==> config.mk <==
export PLATFORM = sky130hd
export DESIGN_NAME = branch_hazard_ctrl
export DESIGN_NICKNAME = d
export VERILOG_FILES = /design/src/rtl/branch_hazard_ctrl_pkg.sv /design/src/rtl/branch_hazard_ctrl_sat_counter.sv /design/src/rtl/branch_hazard_ctrl.sv
export SDC_FILE = /design/constraint.sdc
export NUM_CORES = 1
export LEC_CHECK = 0
export BUFFER_PORTS_ARGS = -buffer_cell sky130_fd_sc_hd__buf_4
export CORE_ASPECT_RATIO = 0.9
export CORE_MARGIN = 1.5
export CORE_UTILIZATION = 30
export CTS_CLUSTER_SIZE = 16
export DETAILED_ROUTE_END_ITERATION = 10
export HOLD_SLACK_MARGIN = 0.12
export PLACE_DENSITY_LB_ADDON = 0.2
export SKIP_LAST_GASP = 1
export SLEW_MARGIN = 20
export SYNTH_ARGS = -nofsm -noshare
export SYNTH_HDL_FRONTEND = slang
export SYNTH_HIERARCHICAL = 1
export SYNTH_SLANG_ARGS = --single-unit
==> constraint.sdc <==
create_clock -name Clk -period 2.99 [get_ports Clk]
set_input_delay 0.1495 -clock Clk [delete_from_list [all_inputs] [get_ports Clk]]
set_output_delay 0.1495 -clock Clk [all_outputs]
set_load 0.01 [all_outputs]
==> src/rtl/branch_hazard_ctrl_pkg.sv <==
// Shared pipeline definitions for the ID-stage branch interlock controller.
package branch_hazard_ctrl_pkg;

  // Interlock FSM encoding: RUN lets the pipe flow, STALL holds PC and IF/ID.
  typedef enum logic {
    RUN   = 1'b0,
    STALL = 1'b1
  } state_t;

  // Register-file index width and the hardwired zero register.
  localparam int REG_W = 5;
  localparam logic [REG_W-1:0] ZERO_REG = '0;

  // A source operand depends on a load still in flight when that load writes a real
  // register (not r0) and its destination is the register being read.
  function automatic logic hazard_match(
    input logic [REG_W-1:0] sel,
    input logic [REG_W-1:0] dst,
    input logic             we,
    input logic             ld
  );
    return we && ld && (dst != ZERO_REG) && (dst == sel);
  endfunction

endpackage

==> src/rtl/branch_hazard_ctrl_sat_counter.sv <==
// Saturating up-counter with a synchronous clear; it stops at all-ones instead of wrapping.
module sat_counter #(
  parameter int CNT_W = 16
) (
  input  logic             clk,
  input  logic             clear,
  input  logic             enable,
  output logic [CNT_W-1:0] count
);

  // The clear wins over counting, and an enabled count never wraps past all-ones.
  always_ff @(posedge clk) begin
    if (clear) begin
      count <= '0;
    end else if (enable && (count != {CNT_W{1'b1}})) begin
      count <= count + 1'b1;
    end
  end

endmodule

==> src/rtl/branch_hazard_ctrl.sv <==
// Branch interlock controller: stalls PC and IF/ID while a branch (or an ordinary
// instruction) waits on a load result that forwarding cannot supply yet, inserts
// ID/EX bubbles, squashes the fetched instruction after a taken branch and counts
// stalled cycles.
module branch_hazard_ctrl
  import branch_hazard_ctrl_pkg::*;
#(
  parameter int LOAD_EX_STALL  = 2,
  parameter int LOAD_MEM_STALL = 1,
  parameter int CNT_W          = 16
) (
  input  logic             Clk,
  input  logic             Rst,
  input  logic             Branch,
  input  logic             BranchTaken,
  input  logic             UsesRs,
  input  logic             UsesRt,
  input  logic [REG_W-1:0] rfReSel1,
  input  logic [REG_W-1:0] rfReSel2,
  input  logic             RegW_EX,
  input  logic             MemR_EX,
  input  logic [REG_W-1:0] EX_rfWeSel,
  input  logic             RegW_MEM,
  input  logic             MemR_MEM,
  input  logic [REG_W-1:0] MEM_rfWeSel,
  output logic             PcWrite,
  output logic             IFID_Write,
  output logic             IDEX_Bubble,
  output logic             IFID_Flush,
  output logic [CNT_W-1:0] StallCnt
);

  localparam logic [1:0] EX_NEED  = 2'(LOAD_EX_STALL);
  localparam logic [1:0] MEM_NEED = 2'(LOAD_MEM_STALL);

  state_t     state, state_nxt;
  logic [1:0] left, left_nxt;

  logic       ex_hit1, ex_hit2, mem_hit1, mem_hit2;
  logic [1:0] ex_need, mem_need, need;

  assign ex_hit1  = hazard_match(rfReSel1, EX_rfWeSel,  RegW_EX,  MemR_EX);
  assign ex_hit2  = hazard_match(rfReSel2, EX_rfWeSel,  RegW_EX,  MemR_EX);
  assign mem_hit1 = hazard_match(rfReSel1, MEM_rfWeSel, RegW_MEM, MemR_MEM);
  assign mem_hit2 = hazard_match(rfReSel2, MEM_rfWeSel, RegW_MEM, MemR_MEM);

  // Stall length needed by the instruction in ID; branches resolve in ID so they
  // also wait on MEM loads, other instructions only on a load still in EX.
  always_comb begin
    ex_need  = '0;
    mem_need = '0;
    if (Branch) begin
      if (ex_hit1 || ex_hit2)   ex_need  = EX_NEED;
      if (mem_hit1 || mem_hit2) mem_need = MEM_NEED;
    end else if ((UsesRs && ex_hit1) || (UsesRt && ex_hit2)) begin
      ex_need = 2'd1;
    end
    need = (ex_need > mem_need) ? ex_need : mem_need;
  end

  // State and remaining-stall registers; reset aborts any stall in progress.
  always_ff @(posedge Clk) begin
    if (Rst) begin
      state <= RUN;
      left  <= '0;
    end else begin
      state <= state_nxt;
      left  <= left_nxt;
    end
  end

  // Next-state and pipeline control; the first stall cycle is issued from RUN and
  // STALL covers the rest, so the total bubble count equals the computed need.
  always_comb begin
    state_nxt   = state;
    left_nxt    = left;
    PcWrite     = 1'b1;
    IFID_Write  = 1'b1;
    IDEX_Bubble = 1'b0;
    IFID_Flush  = 1'b0;
    unique case (state)
      RUN: begin
        if (need == 2'd0) begin
          IFID_Flush = Branch && BranchTaken;
        end else begin
          PcWrite     = 1'b0;
          IFID_Write  = 1'b0;
          IDEX_Bubble = 1'b1;
          if (need > 2'd1) begin
            state_nxt = STALL;
            left_nxt  = need - 2'd1;
          end
        end
      end
      STALL: begin
        PcWrite     = 1'b0;
        IFID_Write  = 1'b0;
        IDEX_Bubble = 1'b1;
        if (left <= 2'd1) begin
          state_nxt = RUN;
          left_nxt  = '0;
        end else begin
          left_nxt = left - 2'd1;
        end
      end
      default: begin
        state_nxt = RUN;
        left_nxt  = '0;
      end
    endcase
    if (Rst) begin
      PcWrite     = 1'b1;
      IFID_Write  = 1'b1;
      IDEX_Bubble = 1'b0;
      IFID_Flush  = 1'b0;
    end
  end

  sat_counter #(
    .CNT_W(CNT_W)
  ) u_stall_cnt (
    .clk   (Clk),
    .clear (Rst),
    .enable(~PcWrite),
    .count (StallCnt)
  );

endmodule

==> summary.md <==
| Metric | Value |
|---|---|
| Number of synthesized flops with an enable pin | `0` |
| Routed vias/inst | `5.030` |
| Crit-path max FO | `10` |
| GPL Wtd Cong | `0.8101` |
| Slew @ Worst Pin | `626.4 ps` |
| Mux share of post-synthesis cell area | `2.321%` |
| Max Fclk | `423.2 MHz` |
| Cts bufs inserted | `3` |
| RSZ-0062 raised after global routing | `false` |
| Hold Crit Class | `in2reg` |
| Cell Area, Synth | `0.001348 mm^2` |
| Setup-failing EPs final | `0` |
| Simple-gate area share of the yosys netlist | `30.64%` |
| Via count | `1358` |
| DRT antenna net count | `0` |
| Core ar. | `0.004184 mm^2` |
| Synth Area in Compound Gates | `18.94%` |
| FF+latch count, synth | `19` |
| Fillers | `450` |
| Async SR Flop Fraction | `0%` |
| GRT Total Usage | `14.80%` |
| TritonCTS Sinks | `19` |
| CTS root buf | `clkbuf_8` |
| PwrDens | `285.6 mW/mm^2` |
| CTS tree | `done` |
| Non-Filler Instances | `270` |
| Int Power | `0.3947 mW` |
| Vias in the first global route | `1258` |
| Top FF cell, synth | `dfxtp_1` |
| Max_cap viols | `0` |
| Max_slew headroom | `57.69%` |
| Final hold violation count | `0` |
| Full die area | `0.004903 mm^2` |
| Tcrit/Tclk final | `79.04%` |
| Layout cells sized above 1 | `31.90%` |
| Antenna diodes | `0` |
| Post-Syn Instances | `159` |
| Clk pwr share | `34.3%` |
| NetSw | `0.1296 mW` |
| Grt ovf | `0` |
| Combinational Power Share | `17.2%` |
| Worst R2R Setup Slack | `1260 ps` |
| DRT Wirelength | `3.389 mm` |
| Synth Area in XOR/XNOR | `14.30%` |
| Largest family of logic cells by synthesized area | `simple AND/OR/NAND/NOR gates` |
| Pin count of the biggest net entering global routing | `24` |
| Outcome | `finished clean` |
| Ys Warns | `6` |
| Residual DRC count | `0` |
| Finished Core Util | `43.87%` |
| Reg power frac | `48.5%` |
| Placed insts | `266` |
| Fin nets | `243` |
| Clk Latency, worst-skew pair | `260 ps` |
| Bufs on Longest Clock Path | `2` |
| I/O pins | `50` |
| Area grow syn2layout | `36.21%` |
| Min Tclk post-route | `2363 ps` |
| Leakage | `0.7100 nW` |
| Area occupied by multi-input gates | `917.1 um^2` |
| Number of setup buffers added after CTS | `0` |
| Post-synthesis adder-cell area fraction | `1.857%` |
| Max-slew violations | `0` |
| Initial DRC Count | `49` |
| Mean Syn Cell Area | `8.475 um^2` |
| CP startpoint kind | `primary input` |
| Syn nets | `191` |
| Row cnt | `22` |
| Die W | `73.65 um` |
| Hold buffers post-CTS | `0` |
| DR pass1 iterations | `4` |
| Crit. End Element | `register` |
| Initial antenna violation count | `0` |
| Crit Path Class | `in2reg` |
| Synth cell types | `44` |
| DP HPWL | `2.654 mm` |
| Max Clock Skew | `3.159 ps` |
| Number of port buffers | `49` |
| H-tree depth | `1` |
| VDD IR-drop max | `145.5 uV` |
| Initial Util | `32.21%` |
| CTS clk-pin slew, worst paths | `70 ps` |
| Seq/Total Area, Yosys | `28.23%` |
| Reg area | `380.4 um^2` |
| Arr. time, crit path | `2560 ps` |
| Routed len/inst | `12.55 um` |
| Setup TNS | `0 ps` |
| Switch share | `24.71%` |
| Cts repair resizes | `0` |
| First-pass GRT wire length | `5.630 mm` |
| Die height | `66.58 um` |
| Req. time, crit path | `3190 ps` |
[path summary, 6_finish.rpt]
kind / startpoint / end / cells after the start
setup / recovery: EX_rfWeSel[0] / u_stall_cnt/count[7]$_SDFFE_PP0P_ / 12
hold / removal: Branch / state$_SDFF_PP0_ / 3
setup reg to reg: u_stall_cnt/count[13]$_SDFFE_PP0P_ / u_stall_cnt/count[11]$_SDFFE_PP0P_ / 4
hold reg to reg: state$_SDFF_PP0_ / state$_SDFF_PP0_ / 2
[metal layers]
layer / part of all wire, % / vias to the layer above / GRT usage (%) / routed length [um]
li1: - / 698 / - / -
met4: 0.68 / 0 / 3.935 / 23
met5: 0 / - / 0 / 0
met2: 46 / 28 / 23.65 / 1566
met1: 49 / 627 / 19.74 / 1650
met3: 4.4 / 5 / 3.631 / 148
[Yosys cell counts (2+ instances only)]
cell type / count / area share, %
dfxtp_1: 19 / 28
a21oi_1: 13 / 4.8
xnor2_1: 12 / 7.8
nand3_1: 10 / 3.7
xor2_1: 10 / 6.5
nand2_1: 9 / 2.5
nor2_1: 9 / 2.5
or4_1: 8 / 4.5
inv_1: 7 / 2.0
nor3_1: 7 / 2.6
o31ai_1: 6 / 3.3
o21ai_0: 5 / 1.9
or3_1: 4 / 1.9
and4_1: 3 / 2.0
nand4_1: 3 / 1.4
clkbuf_1: 2 / 0.56
ha_1: 2 / 1.9
mux2i_1: 2 / 1.5
nor2b_1: 2 / 0.93
nor4_1: 2 / 0.93
[power by group through the flow]
stage | Sequential [mW] | Combinational, mW | Clock [mW]
after detailed placement | 0.260 | 0.0904 | 0
final | 0.254 | 0.0903 | 0.180
after floorplan | 0.260 | 0.0401 | 0
after global routing | 0.254 | 0.0982 | 0.203
after CTS | 0.254 | 0.0908 | 0.191
after global placement | 0.260 | 0.0906 | 0
[sequential cells by signal, summed over array words and instances, names as in the netlist]
register / cells
left: 2
state: 1
u_stall_cnt/count: 16
[cells by family (layout without fill, tap and decap cells)]
kind of cell               after synthesis  after routing
and+or+nand+nor                         66             66
AOI/OAI and AO/OA                       35             35
xor gates and xnor gates                22             22
DFF                                     19             19
buffers and inverters                   12             63
muxes                                    3              3
adders and majority gates                2              2
[stage by stage]
step	power (mW)	cell area, um^2	worst slack, ps	hold slack (ps)
after floorplan	0.3001	1348	295.9	214.1
after global placement	0.3505	1789	345.3	487.0
after detailed placement	0.3503	1789	352.9	491.0
after CTS	0.5353	1836	618.6	215.0
after global routing	0.5552	1836	428.1	221.4
final	0.5243	1836	626.8	220.2
[layout by cell type, fill, tap and decap left out, types with 3 or more instances in the layout]
cell type	synthesis	layout
a21oi_1	13	13
or4_1	8	8
nand2_1	9	9
nand3_1	10	10
inv_1	7	7
nor2_1	9	9
or3_1	4	4
xor2_1	10	10
o31ai_1	6	6
buf_4	1	52
xnor2_1	12	12
and4_1	3	3
dfxtp_1	19	19
nand4_1	3	3
clkbuf_8	0	3
nor3_1	7	7
o21ai_0	5	5
[critical path: stages]
cell and delay (ps):
buf_4 120, or3_1 380, o311a_4 340, o21ai_0 90
a32oi_1 80, ha_1 220, a21oi_1 140, buf_4 170
nand2_1 80, buf_4 170, or4_1 470, a21oi_1 140
[layout make-up]
class / count / area share [%]
multi-input cells: 128 / 49.97
repair buffers: 52 / 21.27
flip-flops and latches: 19 / 20.72
well taps: 60 / 4.090
clock buffers: 3 / 2.249
inverters: 7 / 1.431
clock inverters: 1 / 0.2727
No activity file was read; power rests on OpenSTA's default activity.
